==> src/rtl/cb_pkg.sv <==
// Shared types and elaboration helpers for the time-shared carry-bypass adder.
package cb_pkg;

  typedef enum logic [1:0] {
    IDLE = 2'd0,
    RUN  = 2'd1,
    DONE = 2'd2
  } state_t;

  function automatic int nchunk(input int width, input int chunk);
    return width / chunk;
  endfunction

  function automatic bit cfg_ok(input int width, input int chunk);
    return (chunk >= 4) && (chunk % 4 == 0) && (width % chunk == 0);
  endfunction

endpackage

==> src/rtl/cbAdder.sv <==
// Carry-bypass adder built from 4-bit ripple groups; a fully propagating group
// forwards its carry-in directly to the next group.
module cbAdder #(
  parameter int WIDTH = 16
) (
  input  logic [WIDTH-1:0] a,
  input  logic [WIDTH-1:0] b,
  input  logic             cin,
  output logic [WIDTH-1:0] sum,
  output logic             cout
);

  localparam int NGRP = WIDTH / 4;

  logic grp_cin;
  logic rip_c;
  logic all_p;
  logic p_bit;

  always_comb begin
    sum     = '0;
    grp_cin = cin;
    rip_c   = 1'b0;
    all_p   = 1'b0;
    p_bit   = 1'b0;
    for (int g = 0; g < NGRP; g++) begin
      rip_c = grp_cin;
      all_p = 1'b1;
      for (int i = 0; i < 4; i++) begin
        p_bit          = a[g*4+i] ^ b[g*4+i];
        sum[g*4+i]     = p_bit ^ rip_c;
        rip_c          = (a[g*4+i] & b[g*4+i]) | (p_bit & rip_c);
        all_p          = all_p & p_bit;
      end
      grp_cin = all_p ? grp_cin : rip_c;
    end
    cout = grp_cin;
  end

endmodule

==> src/rtl/cb_seq_adder_arb.sv <==
// Two-requester round-robin front end feeding one CHUNK-bit adder that is
// stepped LSB slice first across WIDTH-bit operands.
module cb_seq_adder_arb
  import cb_pkg::*;
#(
  parameter int WIDTH = 64,
  parameter int CHUNK = 16
) (
  input  logic             clk,
  input  logic             rst_n,
  input  logic             req0_valid,
  output logic             req0_ready,
  input  logic [WIDTH-1:0] req0_a,
  input  logic [WIDTH-1:0] req0_b,
  input  logic             req0_cin,
  input  logic             req1_valid,
  output logic             req1_ready,
  input  logic [WIDTH-1:0] req1_a,
  input  logic [WIDTH-1:0] req1_b,
  input  logic             req1_cin,
  output logic             res_valid,
  input  logic             res_ready,
  output logic [WIDTH-1:0] res_sum,
  output logic             res_cout,
  output logic             res_id
);

  localparam int NCHUNK = nchunk(WIDTH, CHUNK);
  localparam int IW     = (NCHUNK > 1) ? $clog2(NCHUNK) : 1;
  localparam logic [IW-1:0] LAST = IW'(NCHUNK - 1);

  if (!cfg_ok(WIDTH, CHUNK)) begin : g_cfg_check
    $error("cb_seq_adder_arb: WIDTH must be a multiple of CHUNK, CHUNK a multiple of 4");
  end

  state_t           state;
  logic [WIDTH-1:0] op_a;
  logic [WIDTH-1:0] op_b;
  logic             carry;
  logic [IW-1:0]    idx;
  logic             last_grant;

  logic             grant;
  logic             any_valid;
  logic             accept;
  logic [CHUNK-1:0] slice_a;
  logic [CHUNK-1:0] slice_b;
  logic [CHUNK-1:0] slice_sum;
  logic             slice_cout;

  // Round-robin: a lone requester wins outright, a tie goes to the one not served last.
  always_comb begin
    grant = 1'b0;
    if (req0_valid && req1_valid) grant = ~last_grant;
    else if (req1_valid)          grant = 1'b1;
  end

  assign any_valid  = req0_valid | req1_valid;
  assign req0_ready = rst_n && (state == IDLE) && any_valid && !grant;
  assign req1_ready = rst_n && (state == IDLE) && any_valid &&  grant;
  assign accept     = (req0_valid && req0_ready) || (req1_valid && req1_ready);

  assign slice_a = op_a[idx*CHUNK +: CHUNK];
  assign slice_b = op_b[idx*CHUNK +: CHUNK];

  cbAdder #(.WIDTH(CHUNK)) u_slice (
    .a    (slice_a),
    .b    (slice_b),
    .cin  (carry),
    .sum  (slice_sum),
    .cout (slice_cout)
  );

  always_ff @(posedge clk) begin
    if (!rst_n) begin
      state      <= IDLE;
      op_a       <= '0;
      op_b       <= '0;
      carry      <= 1'b0;
      idx        <= '0;
      last_grant <= 1'b1;
      res_valid  <= 1'b0;
      res_sum    <= '0;
      res_cout   <= 1'b0;
      res_id     <= 1'b0;
    end else begin
      case (state)
        IDLE: begin
          if (accept) begin
            op_a       <= grant ? req1_a   : req0_a;
            op_b       <= grant ? req1_b   : req0_b;
            carry      <= grant ? req1_cin : req0_cin;
            idx        <= '0;
            last_grant <= grant;
            res_id     <= grant;
            state      <= RUN;
          end
        end
        RUN: begin
          // Partial sums land in place; res_sum is only meaningful once res_valid rises.
          res_sum[idx*CHUNK +: CHUNK] <= slice_sum;
          carry                       <= slice_cout;
          if (idx == LAST) begin
            res_cout  <= slice_cout;
            res_valid <= 1'b1;
            idx       <= '0;
            state     <= DONE;
          end else begin
            idx <= idx + 1'b1;
          end
        end
        DONE: begin
          if (res_ready) begin
            res_valid <= 1'b0;
            state     <= IDLE;
          end
        end
        default: state <= IDLE;
      endcase
    end
  end

endmodule
==> config.mk <==
export PLATFORM = sky130hd
export DESIGN_NAME = cb_seq_adder_arb
export DESIGN_NICKNAME = d
export VERILOG_FILES = /design/src/rtl/cb_pkg.sv /design/src/rtl/cbAdder.sv /design/src/rtl/cb_seq_adder_arb.sv
export SDC_FILE = /design/constraint.sdc
export NUM_CORES = 1
export LEC_CHECK = 0
export CORE_UTILIZATION = 49
export CTS_BUF_LIST = sky130_fd_sc_hd__clkbuf_2 sky130_fd_sc_hd__clkbuf_4 sky130_fd_sc_hd__clkbuf_8
export DETAILED_ROUTE_END_ITERATION = 16
export MAX_ROUTING_LAYER = met4
export PLACE_DENSITY = 0.88
export SYNTH_ARGS = -nofsm -noshare
export SYNTH_HDL_FRONTEND = slang
export SYNTH_SLANG_ARGS = --single-unit
==> constraint.sdc <==
create_clock -name clk -period 13 [get_ports clk]
set_input_delay 3.25 -clock clk [delete_from_list [all_inputs] [get_ports clk]]
set_output_delay 3.25 -clock clk [all_outputs]
set_load 0.01 [all_outputs]
==> results of run 1 <==
==> area by class of cell <==
type                       count  area [um2]
clock inverter                 6        57.6
antenna                        2        5.00
clock buffer                  52         672
tap                          225         282
inverter                      35         136
sequential                   201        4030
multi-input combinational    542        4300
timing repair buffer         338        3370
fill                        1227        4570
==> synthesized netlist by cell type <==
cell	number	area share [%]
nor3b_1	2	0.17
o31ai_1	2	0.17
buf_6	1	0.13
a21boi_0	1	0.085
buf_1	5	0.21
and2_1	17	1.2
a222oi_1	128	15
o21a_1	1	0.085
nand2_4	1	0.13
dfxtp_1	201	46
mux4_2	32	8.2
and2b_1	1	0.085
nor3_1	4	0.23
o21ai_0	17	0.97
nand2_2	2	0.14
a2bb2oi_1	28	2.8
a21oi_1	18	1.0
nand4_1	5	0.36
nor4_1	2	0.14
nor2b_1	1	0.071
or4b_2	1	0.11
nand2_1	20	0.85
clkbuf_1	45	1.9
fa_1	16	3.6
inv_1	35	1.5
a31o_2	1	0.10
a31oi_1	2	0.14
buf_4	1	0.085
o21ai_1	1	0.057
a22oi_1	8	0.68
buf_2	32	1.8
nand2b_1	3	0.21
ha_1	22	3.1
mux2i_1	2	0.23
mux2_2	2	0.26
a211o_1	1	0.10
or3_1	2	0.14
or4_1	1	0.085
nand3_1	1	0.057
nor2_1	197	8.4
==> routing by layer <==
| metal | GRT usage, % | vias to the layer above | share of wire (%) |
|---|---|---|---|
| met1 | 40.4 | 4219 | 37 |
| met2 | 55.4 | 598 | 50 |
| li1 | - | 3855 | - |
| met4 | 14.2 | 0 | 4.2 |
| met3 | 5.59 | 87 | 9.3 |
| met5 | - | - | 0 |
==> kinds of logic after synthesis <==
kind of cell / Yosys count
compound gates: 208
simple gates: 260
fa+ha+maj: 38
buf+inv: 119
flops: 201
mux: 36
==> where the power goes <==
part	leakage (nW)	internal (mW)	switching, mW
sequential	1.64	0.651	0.0270
combinational	2.73	0.161	0.135
clock	0.386	0.345	0.253
total	4.75	1.16	0.415
==> stage by stage <==
stage | total power [mW] | hold slack, ns | setup WS (ns) | std cells | utilization (%)
after global routing | 1.63 | 0.506 | 3.41 | 1401 | 73.7
final | 1.57 | 0.477 | 3.62 | 1401 | 73.7
after global placement | 0.974 | 0.450 | 3.67 | 1341 | 69.5
after detailed placement | 0.983 | 0.466 | 3.63 | 1341 | 69.5
after CTS | 1.57 | 0.478 | 3.62 | 1399 | 73.7
after floorplan | 0.840 | 0.431 | 4.68 | 862 | -
==> worst max path at each step <==
stage / startpoint / end / slack [ns] / depth (start not counted)
6_report: rst_n / req0_ready / 3.62 / 6
5_1_grt: rst_n / req0_ready / 3.41 / 6
4_1_cts: rst_n / req0_ready / 3.62 / 6
3_5_place_dp: rst_n / req0_ready / 3.63 / 6
3_3_place_gp: rst_n / req0_ready / 3.67 / 6
2_1_floorplan: idx[1] / res_sum[15] / 4.68 / 27
==> worst max-delay path, cell delays in order <==
cell and delay, ns:
clkdlybuf4s50_1 0.94, nor3b_1 0.46, o21ai_4 0.09, buf_4 0.32
nor2_4 0.44, clkdlybuf4s50_1 0.62
==> registers in the layout, indices dropped and copies added, names as in the netlist <==
register	count
idx	2
op_a	64
res_id	1
res_cout	1
res_sum	64
res_valid	1
state	2
op_b	64
last_grant	1
carry	1
==> results.sh, run 1 <==
export IMPL_cts_setup_buffers=0
export IMPL_insertion_delay_ns=0.56
export IMPL_hp_class="reg2reg"
export IMPL_cts_root_buf="clkbuf_8"
export IMPL_holdPathStages=2
export IMPL_ir_drop_mv=0.0828
export IMPL_netlist_instances=862
export IMPL_slew_viol_final=0
export IMPL_detail_route_antenna_nets=0
export IMPL_wl_um=30500
export IMPL_io_pins=332
export IMPL_muxShareOfSynthArea_pct=8.67
export IMPL_numPortBuffers=331
export IMPL_crit_reg2reg_launch="idx[0]"
export IMPL_r2r_setup_slack_ns=3.88
export IMPL_fmax_ghz=0.107
export IMPL_syn_nets=1163
export IMPL_crit_type="in2out"
export IMPL_status="complete, no violations"
export IMPL_holdPathEnd="res_valid"
export IMPL_cts_buffers=31
export IMPL_core_area_um2=17400
export IMPL_tightest_slew_ns=1.19
export IMPL_die_area_um2=18500
export IMPL_grtUsageTotal_pct=33.5
export IMPL_skew_ns=0.0168
export IMPL_syn_to_final_growth_pct=46.0
export IMPL_leakagePower_nw=4.75
export IMPL_min_delay_start="res_valid"
export IMPL_num_rows=48
export IMPL_maxCapViolations=0
export IMPL_yosys_area_share_simple_pct=12.4
export IMPL_clk_pin_slew_worst_paths_ns=0.07
export IMPL_crit_fanout=61
export IMPL_rsz0062_at_grt="false"
export IMPL_postLayoutCellArea_um2=12800
export IMPL_antenna_found_initial=2
export IMPL_arrival_ns=6.13
export IMPL_yosysWarnings=0
export IMPL_hpwl_um=22100
export IMPL_syn_avg_cell_area_um2=10.2
export IMPL_fp_dieW_um=136
export IMPL_synth_xor_area_share_pct=0
export IMPL_reg2reg_depth=26
export IMPL_cts_sinks=201
export IMPL_cp_end_kind="output port"
export IMPL_finalSetupTns_ns=0
export IMPL_cts_repair_resized=0
export IMPL_cts_tree="yes"
export IMPL_final_common_cell="clkdlybuf4s50_1"
export IMPL_grt_max_degree=114
export IMPL_synth_seq_cells=201
export IMPL_hold_viol_final=0
export IMPL_synth_top_family_by_area="compound AO/OA/AOI/OAI gates"
export IMPL_seq_area_frac_synth_pct=45.7
export IMPL_setup_viol=0
export IMPL_synth_compound_area_share_pct=20.8
export IMPL_grt_ovfl_total=0
export IMPL_hold_buffers=0
export IMPL_grt_pass1_wl_um=46300
export IMPL_grt_pass1_vias=8578
export IMPL_drive_gt1_share_pct=9.37
export IMPL_fin_crit_ns=9.38
export IMPL_maxSlewHeadroom_pct=20.5
export IMPL_startpoint_type="input pin"
export IMPL_drc=0
export IMPL_synth_fa_ha_area_share_pct=6.77
export IMPL_reg2reg_to="res_sum[31]"
export IMPL_syn_area_um2=8800
export IMPL_dpl_cell_area_um2=12100
export IMPL_drt_pass1_iter_count=13
export IMPL_final_cell_mix="331 x clkdlybuf4s50_1, 199 x dfxtp_1, 196 x nor2_1"
export IMPL_clockBufferDepth=3
export IMPL_die_y_um=136
export IMPL_power_density_nw_per_um2=122
export IMPL_final_net_count=1450
export IMPL_post_route_period_util_pct=72.2
export IMPL_drt_initial_drc_count=1361
export IMPL_required_ns=9.75
export IMPL_cts_max_level=1
export IMPL_start_util_pct=50.5
export IMPL_ys_types=40
export IMPL_vias=8759
export IMPL_avgViaCountPerCell=6.25
export IMPL_gp_congestion=0.924
export IMPL_wl_per_cell_um=21.8
Note: power is estimated with default switching activity, not from simulation.
==> run 2: changes to the inputs <==
- CORE_UTILIZATION: 49 -> 46
- PLACE_DENSITY: 0.88 -> 0.83
- clock period: 13 -> 9.8 ns (I/O delays scaled with it)
==> results.sh, run 2 (synthesis results as in run 1) <==
export IMPL_drt_initial_drc_count=1190
export IMPL_drc=0
export IMPL_cts_max_level=2
export IMPL_startpoint_type="flop"
export IMPL_fmax_ghz=0.113
export IMPL_fillers=1449
export IMPL_hold_viol_final=0
export IMPL_cts_tree="yes"
export IMPL_power_density_nw_per_um2=159
export IMPL_skew_ns=0.0194
export IMPL_status="complete, no violations"
export IMPL_drive_gt1_share_pct=9.14
export IMPL_die_y_um=140
export IMPL_tightest_slew_ns=1.08
export IMPL_cts_repair_resized=0
export IMPL_finalSetupTns_ns=0
export IMPL_gp_congestion=0.948
export IMPL_grt_max_degree=102
export IMPL_final_net_count=1452
export IMPL_final_common_cell="clkdlybuf4s50_1"
export IMPL_reg2reg_to="res_sum[31]"
export IMPL_hpwl_um=22300
export IMPL_hold_ws_ns=0.470
export IMPL_post_route_period_util_pct=90.1
export IMPL_multi_input_area_um2=4300
export IMPL_arrival_ns=9.20
export IMPL_required_ns=10.17
export IMPL_crit_reg2reg_launch="idx[0]"
export IMPL_detail_route_antenna_nets=0
export IMPL_maxCapViolations=0
export IMPL_rsz0062_at_grt="false"
export IMPL_core_area_um2=18700
export IMPL_dpl_cell_area_um2=12100
export IMPL_hp_class="reg2reg"
export IMPL_vias=8592
export IMPL_die_area_um2=19700
export IMPL_cts_root_buf="clkbuf_8"
export IMPL_reg_top3="op_a (64), op_b (64), res_sum (64)"
export IMPL_cts_setup_buffers=0
export IMPL_wl_per_cell_um=21.8
export IMPL_clk_pin_slew_worst_paths_ns=0.06
export IMPL_place_inst=1349
export IMPL_timing_critical_path_from="idx[0]"
export IMPL_cts_sinks=201
export IMPL_avgViaCountPerCell=6.11
export IMPL_grt_ovfl_total=0
export IMPL_slew_viol_final=0
export IMPL_fp_dieW_um=140
export IMPL_setup_viol=0
export IMPL_crit_fanout=19
export IMPL_wl_um=30700
export IMPL_seq_area_um2=4030
export IMPL_pre_cts_slack_ns=1.00
export IMPL_grt_pass1_vias=8443
export IMPL_drt_pass1_iter_count=8
export IMPL_hold_buffers=0
export IMPL_cp_end_kind="flop"
export IMPL_topRoutingLayerUsed="met4"
export IMPL_wl_met1_um=11800
export IMPL_insertion_delay_ns=0.52
export IMPL_leakagePower_nw=4.72
export IMPL_numPortBuffers=331
export IMPL_syn_to_final_growth_pct=45.2
export IMPL_cp_endpoint="res_sum[31]"
export IMPL_cts_buffers=34
export IMPL_wl_met2_um=15200
export IMPL_grtUsageTotal_pct=31.8
export IMPL_reg2reg_depth=25
export IMPL_num_rows=50
export IMPL_r2r_setup_slack_ns=0.97
export IMPL_maxSlewHeadroom_pct=28.2
export IMPL_layoutNonFillerInstCount=1406
export IMPL_clockBufferDepth=3
export IMPL_fin_crit_ns=8.83
export IMPL_grt_pass1_wl_um=46600
export IMPL_final_cell_mix="331 x clkdlybuf4s50_1, 199 x dfxtp_1, 196 x nor2_1"
export IMPL_min_delay_start="res_valid"
export IMPL_crit_type="reg2reg"
export IMPL_io_pins=332
export IMPL_final_core_util_pct=68.3
export IMPL_wl_met3_um=2460
export IMPL_postLayoutCellArea_um2=12800
export IMPL_start_util_pct=47.0
export IMPL_ir_drop_mv=0.122
export IMPL_fin_ws_ns=0.973
export IMPL_power_mw=2.03
export IMPL_antenna_found_initial=1
run 2: area by class of cell:
cell class | instances | share of cell area, %
sequential | 201 | 31.5
inverter | 35 | 1.07
tap | 234 | 2.29
timing repair buffer | 337 | 26.3
antenna | 1 | 0.0196
multi-input combinational | 542 | 33.6
clock buffer | 52 | 5.01
clock inverter | 4 | 0.176
run 2: critical path, stage by stage, from the launching register on:
cell and delay [ns]:
dfxtp_2 0.76, mux4_2 0.40, fa_1 0.17, inv_1 0.05, fa_1 0.39, fa_1 0.40, fa_1 0.37, inv_1 0.06
mux2i_1 0.15, fa_1 0.47, fa_1 0.40, fa_1 0.41, fa_1 0.41, mux2_2 0.32, fa_1 0.44, fa_1 0.39
fa_1 0.41, fa_1 0.40, mux2_2 0.30, fa_1 0.38, fa_1 0.39, fa_1 0.38, inv_1 0.08, fa_1 0.47
a22oi_1 0.19, nor2_1 0.06
run 2: how the worst min path moves through the flow:
stage | to | slack, ns | cells after the start
2_1_floorplan | last_grant | 0.43 | 1
3_3_place_gp | res_valid | 0.45 | 2
3_5_place_dp | res_valid | 0.47 | 2
4_1_cts | res_valid | 0.47 | 2
5_1_grt | last_grant | 0.50 | 1
6_report | res_valid | 0.47 | 2
run 2: report_power, final:
part | internal [mW] | leakage (nW) | switching [mW] | total, mW
sequential | 0.863 | 1.64 | 0.0357 | 0.899
clock | 0.414 | 0.355 | 0.330 | 0.744
combinational | 0.213 | 2.72 | 0.179 | 0.392
run 2: per-layer routing:
| metal | global-route usage, % | up-vias |
|---|---|---|
| met5 | - | - |
| met4 | 14.6 | 0 |
| met3 | 6.39 | 73 |
| met2 | 52.3 | 484 |
| met1 | 37.5 | 4168 |
| li1 | - | 3867 |
==> run 3: changes to the inputs <==
- ABC_AREA: not set -> 1
- CORE_UTILIZATION: 46 -> 47
==> results.sh, run 3 <==
export IMPL_die_area_um2=20900
export IMPL_startpoint_type="flop"
export IMPL_num_rows=51
export IMPL_cts_repair_resized=0
export IMPL_slew_viol_final=0
export IMPL_antenna_found_initial=2
export IMPL_seq_area_um2=4030
export IMPL_drt_initial_drc_count=889
export IMPL_crit_fanout=29
export IMPL_synth_top_area_share_pct=42.2
export IMPL_drt_pass1_iter_count=6
export IMPL_setup_viol=0
export IMPL_core_area_um2=19700
export IMPL_cp_endpoint="res_sum[31]"
export IMPL_netlist_top_cells_count="525 x nand2_1, 201 x dfxtp_1, 128 x a31oi_1"
export IMPL_syn_nets=1606
export IMPL_tightest_slew_ns=0.979
export IMPL_hold_viol_final=0
export IMPL_timing_critical_path_from="idx[1]"
export IMPL_crit_type="reg2reg"
export IMPL_grt_pass1_vias=9787
export IMPL_maxSlewHeadroom_pct=34.8
export IMPL_power_mw=2.27
export IMPL_hold_buffers=0
export IMPL_wl_per_cell_um=18.5
export IMPL_grt_max_degree=113
export IMPL_drive_gt1_share_pct=5.66
export IMPL_avgViaCountPerCell=5.58
export IMPL_final_cell_mix="525 x nand2_1, 331 x clkdlybuf4s50_1, 200 x dfxtp_1"
export IMPL_post_route_period_util_pct=92.8
export IMPL_finalSetupTns_ns=0
export IMPL_synth_seq_cells=201
export IMPL_power_density_nw_per_um2=167
export IMPL_leakagePower_nw=4.72
export IMPL_hp_class="reg2reg"
export IMPL_required_ns=10.18
export IMPL_start_util_pct=48.5
export IMPL_r2r_setup_slack_ns=0.70
export IMPL_multi_input_area_um2=4910
export IMPL_seq_area_frac_synth_pct=42.2
export IMPL_insertion_delay_ns=0.52
export IMPL_syn_avg_cell_area_um2=7.31
export IMPL_cts_root_buf="clkbuf_8"
export IMPL_yosysMostFrequentCell="nand2_1"
export IMPL_cts_buffers=34
export IMPL_cpMostUsedCell="fa_1"
export IMPL_critPathMaxStageDelay_ns=0.45
export IMPL_status="complete, no violations"
export IMPL_min_delay_start="last_grant"
export IMPL_fillers=1699
export IMPL_cp_end_kind="flop"
export IMPL_syn_to_final_growth_pct=42.6
export IMPL_arrival_ns=9.48
export IMPL_crit_reg2reg_launch="idx[1]"
export IMPL_cts_sinks=201
export IMPL_clockBufferDepth=3
export IMPL_fp_dieW_um=144
export IMPL_die_y_um=144
export IMPL_fin_crit_ns=9.10
export IMPL_yosysWarnings=0
export IMPL_numPortBuffers=331
export IMPL_critPathSlowestCell="fa_1"
export IMPL_yosys_area_top_type="dfxtp_1"
export IMPL_final_net_count=1887
export IMPL_io_pins=332
export IMPL_path_buf_inv=4
export IMPL_ir_drop_mv=0.0747
export IMPL_grtUsageTotal_pct=34.4
export IMPL_reg2reg_to="res_sum[31]"
export IMPL_reg_top3="op_a (64), op_b (64), res_sum (64)"
export IMPL_async_reset_ff_share_pct=0
export IMPL_drc=0
export IMPL_rsz0062_at_grt="false"
export IMPL_ys_top_cells_by_area="dfxtp_1 42%, nand2_1 21%, a31oi_1 8.4%"
export IMPL_cp_num_cells=31
export IMPL_hpwl_um=25700
export IMPL_grt_pass1_wl_um=52900
export IMPL_clk_pin_slew_worst_paths_ns=0.06
export IMPL_cts_setup_buffers=0
export IMPL_ys_flop_type="dfxtp_1"
export IMPL_gp_congestion=0.892
export IMPL_syn_area_um2=9540
export IMPL_wl_um=34700
export IMPL_cts_tree="yes"
export IMPL_vias=10500
export IMPL_fmax_ghz=0.110
export IMPL_cts_max_level=2
export IMPL_reg2reg_depth=31
export IMPL_maxCapViolations=0
export IMPL_grt_ovfl_total=0
export IMPL_skew_ns=0.0254
export IMPL_crit_family="adder cells"
export IMPL_netlist_instances=1305
export IMPL_final_common_cell="nand2_1"
export IMPL_synth_edf_count=0
export IMPL_detail_route_antenna_nets=0
export IMPL_ys_types=35
run 3: changes by cell type after synthesis, moves of 9 or more:
cell,change
a32oi_1,+28
a22oi_1,+22
a2bb2oi_1,-28
nor2_1,-142
a31oi_1,+126
nor3_1,+10
or4_1,+13
and2_1,-15
a222oi_1,-128
nand2_1,+505
mux4_2,-32
clkbuf_1,+9
a21oi_1,+49
run 3: metal layers:
metal	GRT usage, %	part of all wire (%)	up-vias
met4	9.97	2.5	0
met2	56.8	48	506
met5	-	0	-
li1	-	-	4955
met3	5.17	7.5	59
met1	43.4	42	4943
run 3: layout make-up:
class | instances | share of cell area (%)
clock buffer | 53 | 4.76
multi-input combinational | 955 | 36.1
sequential | 201 | 29.6
clock inverter | 5 | 0.570
antenna | 3 | 0.0552
timing repair buffer | 344 | 25.1
tap | 265 | 2.44
inverter | 50 | 1.45
run 3: worst reg2reg max path, delay by kind of cell, from the launching register on:
kind,cells,cell delay (ns)
AOI/OAI and AO/OA,5,0.81
adders and majority gates,15,5.93
buffers and inverters,4,0.79
DFF,1,0.41
and+or+nand+nor,7,1.00
run 3: cell families (layout without fill, tap and decap cells):
| group | count (synthesis) | after routing | synth area share (%) |
|---|---|---|---|
| simple gates | 643 | 643 | 27.0 |
| compound gates | 273 | 273 | 18.0 |
| flops | 201 | 201 | 42.2 |
| buf+inv | 149 | 452 | 6.45 |
| fa+ha+maj | 38 | 38 | 6.24 |
| mux | 1 | 1 | 0.105 |
| other cells | 0 | 3 | 0 |
run 3: power by group:
part           internal [mW]  switching [mW]  total, mW
Clock                  0.472           0.341      0.814
Combinational          0.229           0.316      0.545
Sequential             0.870          0.0451      0.915
run 3: how the worst min path moves through the flow:
stage	to	depth (start not counted)
2_1_floorplan	last_grant	2
3_3_place_gp	last_grant	2
3_5_place_dp	last_grant	2
4_1_cts	last_grant	2
5_1_grt	last_grant	2
6_report	last_grant	2
run 3: through the flow:
step | setup WS (ns) | hold slack, ns | area [um2] | util (%) | instances
floorplan | 1.09 | 0.429 | 9540 | - | 1305
global placement | 0.950 | 0.446 | 12900 | 65.5 | 1815
detailed placement | 0.785 | 0.448 | 12900 | 65.5 | 1815
CTS | 0.746 | 0.464 | 13600 | 69.2 | 1873
global route | 0.255 | 0.494 | 13600 | 69.2 | 1876
finish | 0.702 | 0.460 | 13600 | 69.2 | 1876
